==> config.mk <==
export PLATFORM = sky130hd
export DESIGN_NAME = vga_sync_out_flat
export DESIGN_NICKNAME = d
export VERILOG_FILES = /design/src/rtl/vga_sync_out_if.sv /design/src/rtl/vga_sync_out.sv /design/src/flat_wrapper.sv
export SDC_FILE = /design/constraint.sdc
export NUM_CORES = 1
export LEC_CHECK = 0
export ABC_CLOCK_PERIOD_IN_PS = 2350
export BUFFER_PORTS_ARGS = -buffer_cell sky130_fd_sc_hd__buf_2
export CAP_MARGIN = 25
export CORE_UTILIZATION = 40
export DETAILED_ROUTE_END_ITERATION = 10
export PLACE_DENSITY = 0.67
export SYNTH_ARGS = -nofsm -noshare
export SYNTH_HDL_FRONTEND = slang
export SYNTH_SLANG_ARGS = --single-unit
==> constraint.sdc <==
create_clock -name CLK -period 2.35 [get_ports CLK]
set_input_delay 0 -clock CLK [delete_from_list [all_inputs] [get_ports CLK]]
set_output_delay 0 -clock CLK [all_outputs]
set_load 0.01 [all_outputs]
==> src/rtl/vga_sync_out_if.sv <==
// ----------------------------------------------------------------------------
// vga_sync_out_if
// Purpose : bundles the pixel-address / colour / sync signals exchanged between
//           the VGA timing generator, the upstream colour stage and the pins.
// Signals : COLOUR_IN  [11:0] RGB444 from the colour stage
//           ADDRH      [9:0]  horizontal pixel address (0 outside visible area)
//           ADDRV      [8:0]  vertical pixel address (0 outside visible area)
//           COLOUR_OUT [11:0] RGB444 to the DAC pins
//           HS, VS            horizontal / vertical sync
//           PIX_TICK          one-CLK pixel enable pulse
//           FRAME_END         one-CLK pulse on the tick that wraps the frame
// Modports: master = timing generator side, slave = colour stage / sink side.
// ----------------------------------------------------------------------------
interface vga_sync_out_if;
  logic [11:0] COLOUR_IN;
  logic [9:0]  ADDRH;
  logic [8:0]  ADDRV;
  logic [11:0] COLOUR_OUT;
  logic        HS;
  logic        VS;
  logic        PIX_TICK;
  logic        FRAME_END;

  modport master (
    input  COLOUR_IN,
    output ADDRH, ADDRV, COLOUR_OUT, HS, VS, PIX_TICK, FRAME_END
  );

  modport slave (
    output COLOUR_IN,
    input  ADDRH, ADDRV, COLOUR_OUT, HS, VS, PIX_TICK, FRAME_END
  );
endinterface

==> src/rtl/vga_sync_out.sv <==
// ----------------------------------------------------------------------------
// vga_sync_out
// Purpose : VGA timing generator plus registered output stage. A clock divider
//           produces a pixel enable (PIX_TICK); horizontal/vertical counters
//           walk the full raster; the pixel address goes to the colour stage
//           and the returned colour is registered together with HS/VS so that
//           all three describe the same pixel (one pixel of latency).
// Ports   : CLK    - system clock, rising edge
//           RESETN - asynchronous active-low reset
//           vif    - vga_sync_out_if.master (COLOUR_IN in; ADDRH, ADDRV,
//                    COLOUR_OUT, HS, VS, PIX_TICK, FRAME_END out)
// ----------------------------------------------------------------------------
module vga_sync_out #(
  parameter int unsigned CLK_DIV   = 4,
  parameter int unsigned H_VISIBLE = 640,
  parameter int unsigned H_FP      = 16,
  parameter int unsigned H_SYNC    = 96,
  parameter int unsigned H_BP      = 48,
  parameter int unsigned V_VISIBLE = 480,
  parameter int unsigned V_FP      = 10,
  parameter int unsigned V_SYNC    = 2,
  parameter int unsigned V_BP      = 33,
  parameter logic        SYNC_POL  = 1'b0
) (
  input  logic               CLK,
  input  logic               RESETN,
  vga_sync_out_if.master     vif
);

  localparam int unsigned DIV_W = (CLK_DIV > 1) ? $clog2(CLK_DIV) : 1;
  localparam logic [DIV_W-1:0] DIV_LAST = DIV_W'(CLK_DIV - 1);

  localparam logic [9:0] H_VIS_C   = 10'(H_VISIBLE);
  localparam logic [9:0] H_SYNC_LO = 10'(H_VISIBLE + H_FP);
  localparam logic [9:0] H_SYNC_HI = 10'(H_VISIBLE + H_FP + H_SYNC - 1);
  localparam logic [9:0] H_LAST    = 10'(H_VISIBLE + H_FP + H_SYNC + H_BP - 1);
  localparam logic [9:0] V_VIS_C   = 10'(V_VISIBLE);
  localparam logic [9:0] V_SYNC_LO = 10'(V_VISIBLE + V_FP);
  localparam logic [9:0] V_SYNC_HI = 10'(V_VISIBLE + V_FP + V_SYNC - 1);
  localparam logic [9:0] V_LAST    = 10'(V_VISIBLE + V_FP + V_SYNC + V_BP - 1);

  logic [DIV_W-1:0] r_div;
  logic             r_pix_tick;
  logic             r_frame_end;
  logic [9:0]       r_hcnt;
  logic [9:0]       r_vcnt;
  logic [9:0]       r_addrh;
  logic [8:0]       r_addrv;
  logic [11:0]      r_colour;
  logic             r_hs;
  logic             r_vs;

  logic             w_div_wrap;
  logic             w_h_last;
  logic             w_v_last;
  logic             w_video_on;
  logic             w_hs_active;
  logic             w_vs_active;
  logic [9:0]       w_hcnt_next;
  logic [9:0]       w_vcnt_next;

  assign w_div_wrap  = (r_div == DIV_LAST);
  assign w_h_last    = (r_hcnt == H_LAST);
  assign w_v_last    = (r_vcnt == V_LAST);
  assign w_video_on  = (r_hcnt < H_VIS_C) && (r_vcnt < V_VIS_C);
  assign w_hs_active = (r_hcnt >= H_SYNC_LO) && (r_hcnt <= H_SYNC_HI);
  assign w_vs_active = (r_vcnt >= V_SYNC_LO) && (r_vcnt <= V_SYNC_HI);

  // Next raster position: advance horizontally, wrap into the next line / frame.
  always_comb begin
    w_hcnt_next = r_hcnt;
    w_vcnt_next = r_vcnt;
    if (w_h_last) begin
      w_hcnt_next = 10'd0;
      if (w_v_last) begin
        w_vcnt_next = 10'd0;
      end else begin
        w_vcnt_next = r_vcnt + 10'd1;
      end
    end else begin
      w_hcnt_next = r_hcnt + 10'd1;
      w_vcnt_next = r_vcnt;
    end
  end

  // Clock divider; the pixel tick and frame-end pulse are registered off its wrap.
  always_ff @(posedge CLK or negedge RESETN) begin
    if (!RESETN) begin
      r_div       <= '0;
      r_pix_tick  <= 1'b0;
      r_frame_end <= 1'b0;
    end else begin
      if (w_div_wrap) begin
        r_div <= '0;
      end else begin
        r_div <= r_div + DIV_W'(1);
      end
      r_pix_tick  <= w_div_wrap;
      // counters are stable across the divider period, so the wrap position
      // seen now is the one the coming tick will act on
      r_frame_end <= w_div_wrap && w_h_last && w_v_last;
    end
  end

  // Raster counters, advanced once per pixel tick.
  always_ff @(posedge CLK or negedge RESETN) begin
    if (!RESETN) begin
      r_hcnt <= 10'd0;
      r_vcnt <= 10'd0;
    end else if (r_pix_tick) begin
      r_hcnt <= w_hcnt_next;
      r_vcnt <= w_vcnt_next;
    end else begin
      r_hcnt <= r_hcnt;
      r_vcnt <= r_vcnt;
    end
  end

  // Pixel address to the colour stage, one CLK behind the counters.
  always_ff @(posedge CLK or negedge RESETN) begin
    if (!RESETN) begin
      r_addrh <= 10'd0;
      r_addrv <= 9'd0;
    end else if (w_video_on) begin
      r_addrh <= r_hcnt;
      r_addrv <= r_vcnt[8:0];
    end else begin
      r_addrh <= 10'd0;
      r_addrv <= 9'd0;
    end
  end

  // Output stage: sample colour and sync for the current pixel before the counters move.
  always_ff @(posedge CLK or negedge RESETN) begin
    if (!RESETN) begin
      r_colour <= 12'h000;
      r_hs     <= ~SYNC_POL;
      r_vs     <= ~SYNC_POL;
    end else if (r_pix_tick) begin
      r_colour <= w_video_on ? vif.COLOUR_IN : 12'h000;
      r_hs     <= w_hs_active ? SYNC_POL : ~SYNC_POL;
      r_vs     <= w_vs_active ? SYNC_POL : ~SYNC_POL;
    end else begin
      r_colour <= r_colour;
      r_hs     <= r_hs;
      r_vs     <= r_vs;
    end
  end

  assign vif.ADDRH      = r_addrh;
  assign vif.ADDRV      = r_addrv;
  assign vif.COLOUR_OUT = r_colour;
  assign vif.HS         = r_hs;
  assign vif.VS         = r_vs;
  assign vif.PIX_TICK   = r_pix_tick;
  assign vif.FRAME_END  = r_frame_end;

endmodule

==> src/flat_wrapper.sv <==
// flat-port wrapper written by rule: the top's interface ports become plain ports
module vga_sync_out_flat 
#(
  parameter int unsigned CLK_DIV   = 4,
  parameter int unsigned H_VISIBLE = 640,
  parameter int unsigned H_FP      = 16,
  parameter int unsigned H_SYNC    = 96,
  parameter int unsigned H_BP      = 48,
  parameter int unsigned V_VISIBLE = 480,
  parameter int unsigned V_FP      = 10,
  parameter int unsigned V_SYNC    = 2,
  parameter int unsigned V_BP      = 33,
  parameter logic        SYNC_POL  = 1'b0
)
  (CLK, RESETN, vif_COLOUR_IN, vif_ADDRH, vif_ADDRV, vif_COLOUR_OUT, vif_HS, vif_VS, vif_PIX_TICK, vif_FRAME_END);
  vga_sync_out_if vif_i ();
  input  logic CLK;
  input  logic RESETN;
  input wire logic [$bits(vif_i.COLOUR_IN)-1:0] vif_COLOUR_IN;
  output wire logic [$bits(vif_i.ADDRH)-1:0] vif_ADDRH;
  output wire logic [$bits(vif_i.ADDRV)-1:0] vif_ADDRV;
  output wire logic [$bits(vif_i.COLOUR_OUT)-1:0] vif_COLOUR_OUT;
  output wire logic [$bits(vif_i.HS)-1:0] vif_HS;
  output wire logic [$bits(vif_i.VS)-1:0] vif_VS;
  output wire logic [$bits(vif_i.PIX_TICK)-1:0] vif_PIX_TICK;
  output wire logic [$bits(vif_i.FRAME_END)-1:0] vif_FRAME_END;
  assign vif_i.COLOUR_IN = vif_COLOUR_IN;
  assign vif_ADDRH = vif_i.ADDRH;
  assign vif_ADDRV = vif_i.ADDRV;
  assign vif_COLOUR_OUT = vif_i.COLOUR_OUT;
  assign vif_HS = vif_i.HS;
  assign vif_VS = vif_i.VS;
  assign vif_PIX_TICK = vif_i.PIX_TICK;
  assign vif_FRAME_END = vif_i.FRAME_END;
  vga_sync_out #(.CLK_DIV(CLK_DIV), .H_VISIBLE(H_VISIBLE), .H_FP(H_FP), .H_SYNC(H_SYNC), .H_BP(H_BP), .V_VISIBLE(V_VISIBLE), .V_FP(V_FP), .V_SYNC(V_SYNC), .V_BP(V_BP), .SYNC_POL(SYNC_POL)) u_core (.CLK(CLK), .RESETN(RESETN), .vif(vif_i));
endmodule
==> out/qor.txt <==
status - finished, final reports clean
highest routed layer - met4
# rows - 27
DP HPWL - 3070 µm
MaxCap Viol Count - 0
dpl cells - 337
first-pass GRT wire length - 8130 µm
Worst Tran Pin Value - 0.594 ns
die area - 0.00635 mm²
Post-DP Area - 0.00274 mm²
unrepaired setup endpoints after global routing - no
Fin Setup TNS - 0 ns
Detailed Route WL - 4730 µm
Setup Buffers After CTS - 0
Hold Crit Class - in2async
CTS clk-pin slew, worst paths - 0.06 ns
pin count of the biggest net entering global routing - 39
maximum VDD drop - 325 µV
share of cells above drive strength 1 - 24.1%
area of the core - 0.00568 mm²
CTS Buf Count - 9
final hold violation count - 0
Final Cell Area - 0.00308 mm²
PwrDens - 653 mW/mm²
clock latency at the later pin of the worst-skew pair - 0.33 ns
clk sinks - 57
CP Capture Type - flip-flop
Slowest-stage cell, CP - or4b_1
most frequent cells in the layout - dfrtp_1, buf_2, o21ai_0
Top FF cell, synth - dfrtp_1
post-CTS resize count - 0
sequential fraction of the synthesis area - 59.2%
crit path launch type - flip-flop
Fill cells - 517
FMAX - 475 MHz
Pins Over Slew Limit - 0
CP Cell Sequence - ha_1 -> nand4_4 -> or4b_1 -> or4_1 -> nand2_1
Final period util - 89.5%
Starting Density - 42.5%
cells after synthesis - 225
Residual DRC - 0
worst reg2reg path depth - 5
NumNets Final - 308
Starting DRT DRC Count - 95
PortBufs - 48
worst endpoint required time - 2.62 ns
GP Congestion - 0.827
Die Wd - 79.7 µm
Cell Count, Final, Fillers Out - 366
register area - 0.00143 mm²
TritonCTS clock tree - done
final setup fails - 0
antenna violations before repair - 0
slowest stage delay, CP - 0.69 ns
wire length on met1 - 2210 µm
flops & latches, synth - 57
via count - 1804
GRT Util Overall - 17.1%
most common cell after layout, fill and taps aside - dfrtp_1
leakage power figure - 0.00149 µW
H-tree depth reported by CTS - 3
met2 wire length - 2210 µm
Synth Warn # - 0
Post-CTS Hold Fix Bufs - 13
number of enable flip-flop cells after synthesis - 0
clock root cell - clkbuf_8
total gr overflow - 0
unique cell type count in the Yosys netlist - 39
Setup Skew - 0.00700 ns
via/cell ratio - 4.93
Ports - 49
net count after synthesis - 244
vias in the first global route - 1748
Syn Std Cell Area - 0.00241 mm²
Final min period - 2.10 ns
Worst slew margin - 60.4%
Worst EP arrival - 2.37 ns
Avg Inst Size Synth - 10.7 µm²
# diodes - 0
Die H - 79.7 µm
deepest clock path buffer count - 2
WL/cell - 12.9 µm
Max FO, Critical Path - 9
Synth async-reset ratio - 100%
Crit Path Category - reg2reg
Pre-Repair DR Iteration Count - 4
Area Growth Syn to Fin - 27.5%
DRT antenna net count - 0
met3 wire length - 190 µm
footprint of the multi-input gates - 863 µm²
final cells by class:
type | instances | share of cell area, %
Tap cell | 72 | 2.93
Sequential cell | 57 | 46.4
Clock buffer | 14 | 5.61
Multi-Input combinational cell | 136 | 28.0
Clock inverter | 2 | 1.14
Timing Repair Buffer | 65 | 13.4
Inverter | 20 | 2.44
state kept, by name, summed over array words and instances (netlist names), 2 cells and up:
register	count
u_core.vif.COLOUR_OUT	12
u_core.r_vcnt	10
u_core.vif.ADDRV	9
u_core.r_hcnt	10
u_core.r_div	2
u_core.vif.ADDRH	10
metal layers:
metal	vias up	global-route usage, %
met4	0	10.2
met5	-	0
met3	12	3.09
li1	895	-
met2	39	27.3
met1	858	21.6
critical path, delay by kind of cell, from the launching register on:
kind	cells	cell delay [ns]
simple gates	4	1.41
fa+ha+maj	1	0.24
flops	1	0.39
cells in the mapped netlist, types with 2 or more instances:
master,n,area [µm²]
xor2_1,2,17.5
a21oi_1,3,15.0
nor2_1,12,45.0
nand4_1,5,31.3
and4_1,2,17.5
clkbuf_1,10,37.5
a22o_1,2,17.5
a32o_1,2,20.0
o21ai_0,22,110
and2_1,20,125
ha_1,5,62.6
nand3_1,20,100
dfstp_2,2,52.6
nand2_1,9,33.8
and3_1,3,18.8
dfrtp_1,55,1380
nor3_1,5,25.0
xnor2_1,5,43.8
inv_1,20,75.1
or3_1,2,12.5
final timing paths:
check	startpoint	to	slack [ns]
max	u_core.r_hcnt[1]	u_core.r_vcnt[4]	0.25
min	RESETN	u_core.vif.ADDRV[7]	0.21
max reg2reg	u_core.r_hcnt[1]	u_core.r_vcnt[4]	0.25
min reg2reg	u_core.r_div[0]	u_core.r_div[0]	0.43
max in group asynchronous	RESETN	u_core.vif.VS	1.51
min in group CLK	u_core.r_div[0]	u_core.r_div[0]	0.43
stage by stage:
step                hold slack, ns  power [µW]  setup WS [ns]  util [%]
floorplan                   -0.296        1030          0.400         -
global placement            0.0419        1070          0.282      48.3
detailed placement          0.0405        1070          0.263      48.3
CTS                          0.225        2030          0.246      54.2
global route                 0.271        2080          0.132      54.2
finish                       0.206        2010          0.246      54.2
cell families (layout without fill, tap and decap cells):
group / after synthesis / in the layout / share of synthesized area (%)
mux: 2 / 2 / 0.881
compound gates: 36 / 36 / 9.12
xor+xnor: 7 / 7 / 2.54
flops: 57 / 57 / 59.2
simple gates: 86 / 86 / 20.6
buf+inv: 32 / 101 / 5.03
fa+ha+maj: 5 / 5 / 2.59
power breakdown:
group | leakage [µW] | internal [µW] | switching (µW)
Clock | 0.000107 | 576 | 362
Sequential | 0.000733 | 992 | 5.20
Combinational | 0.000645 | 35.5 | 37.8
No activity file was read; power rests on OpenSTA's default activity.
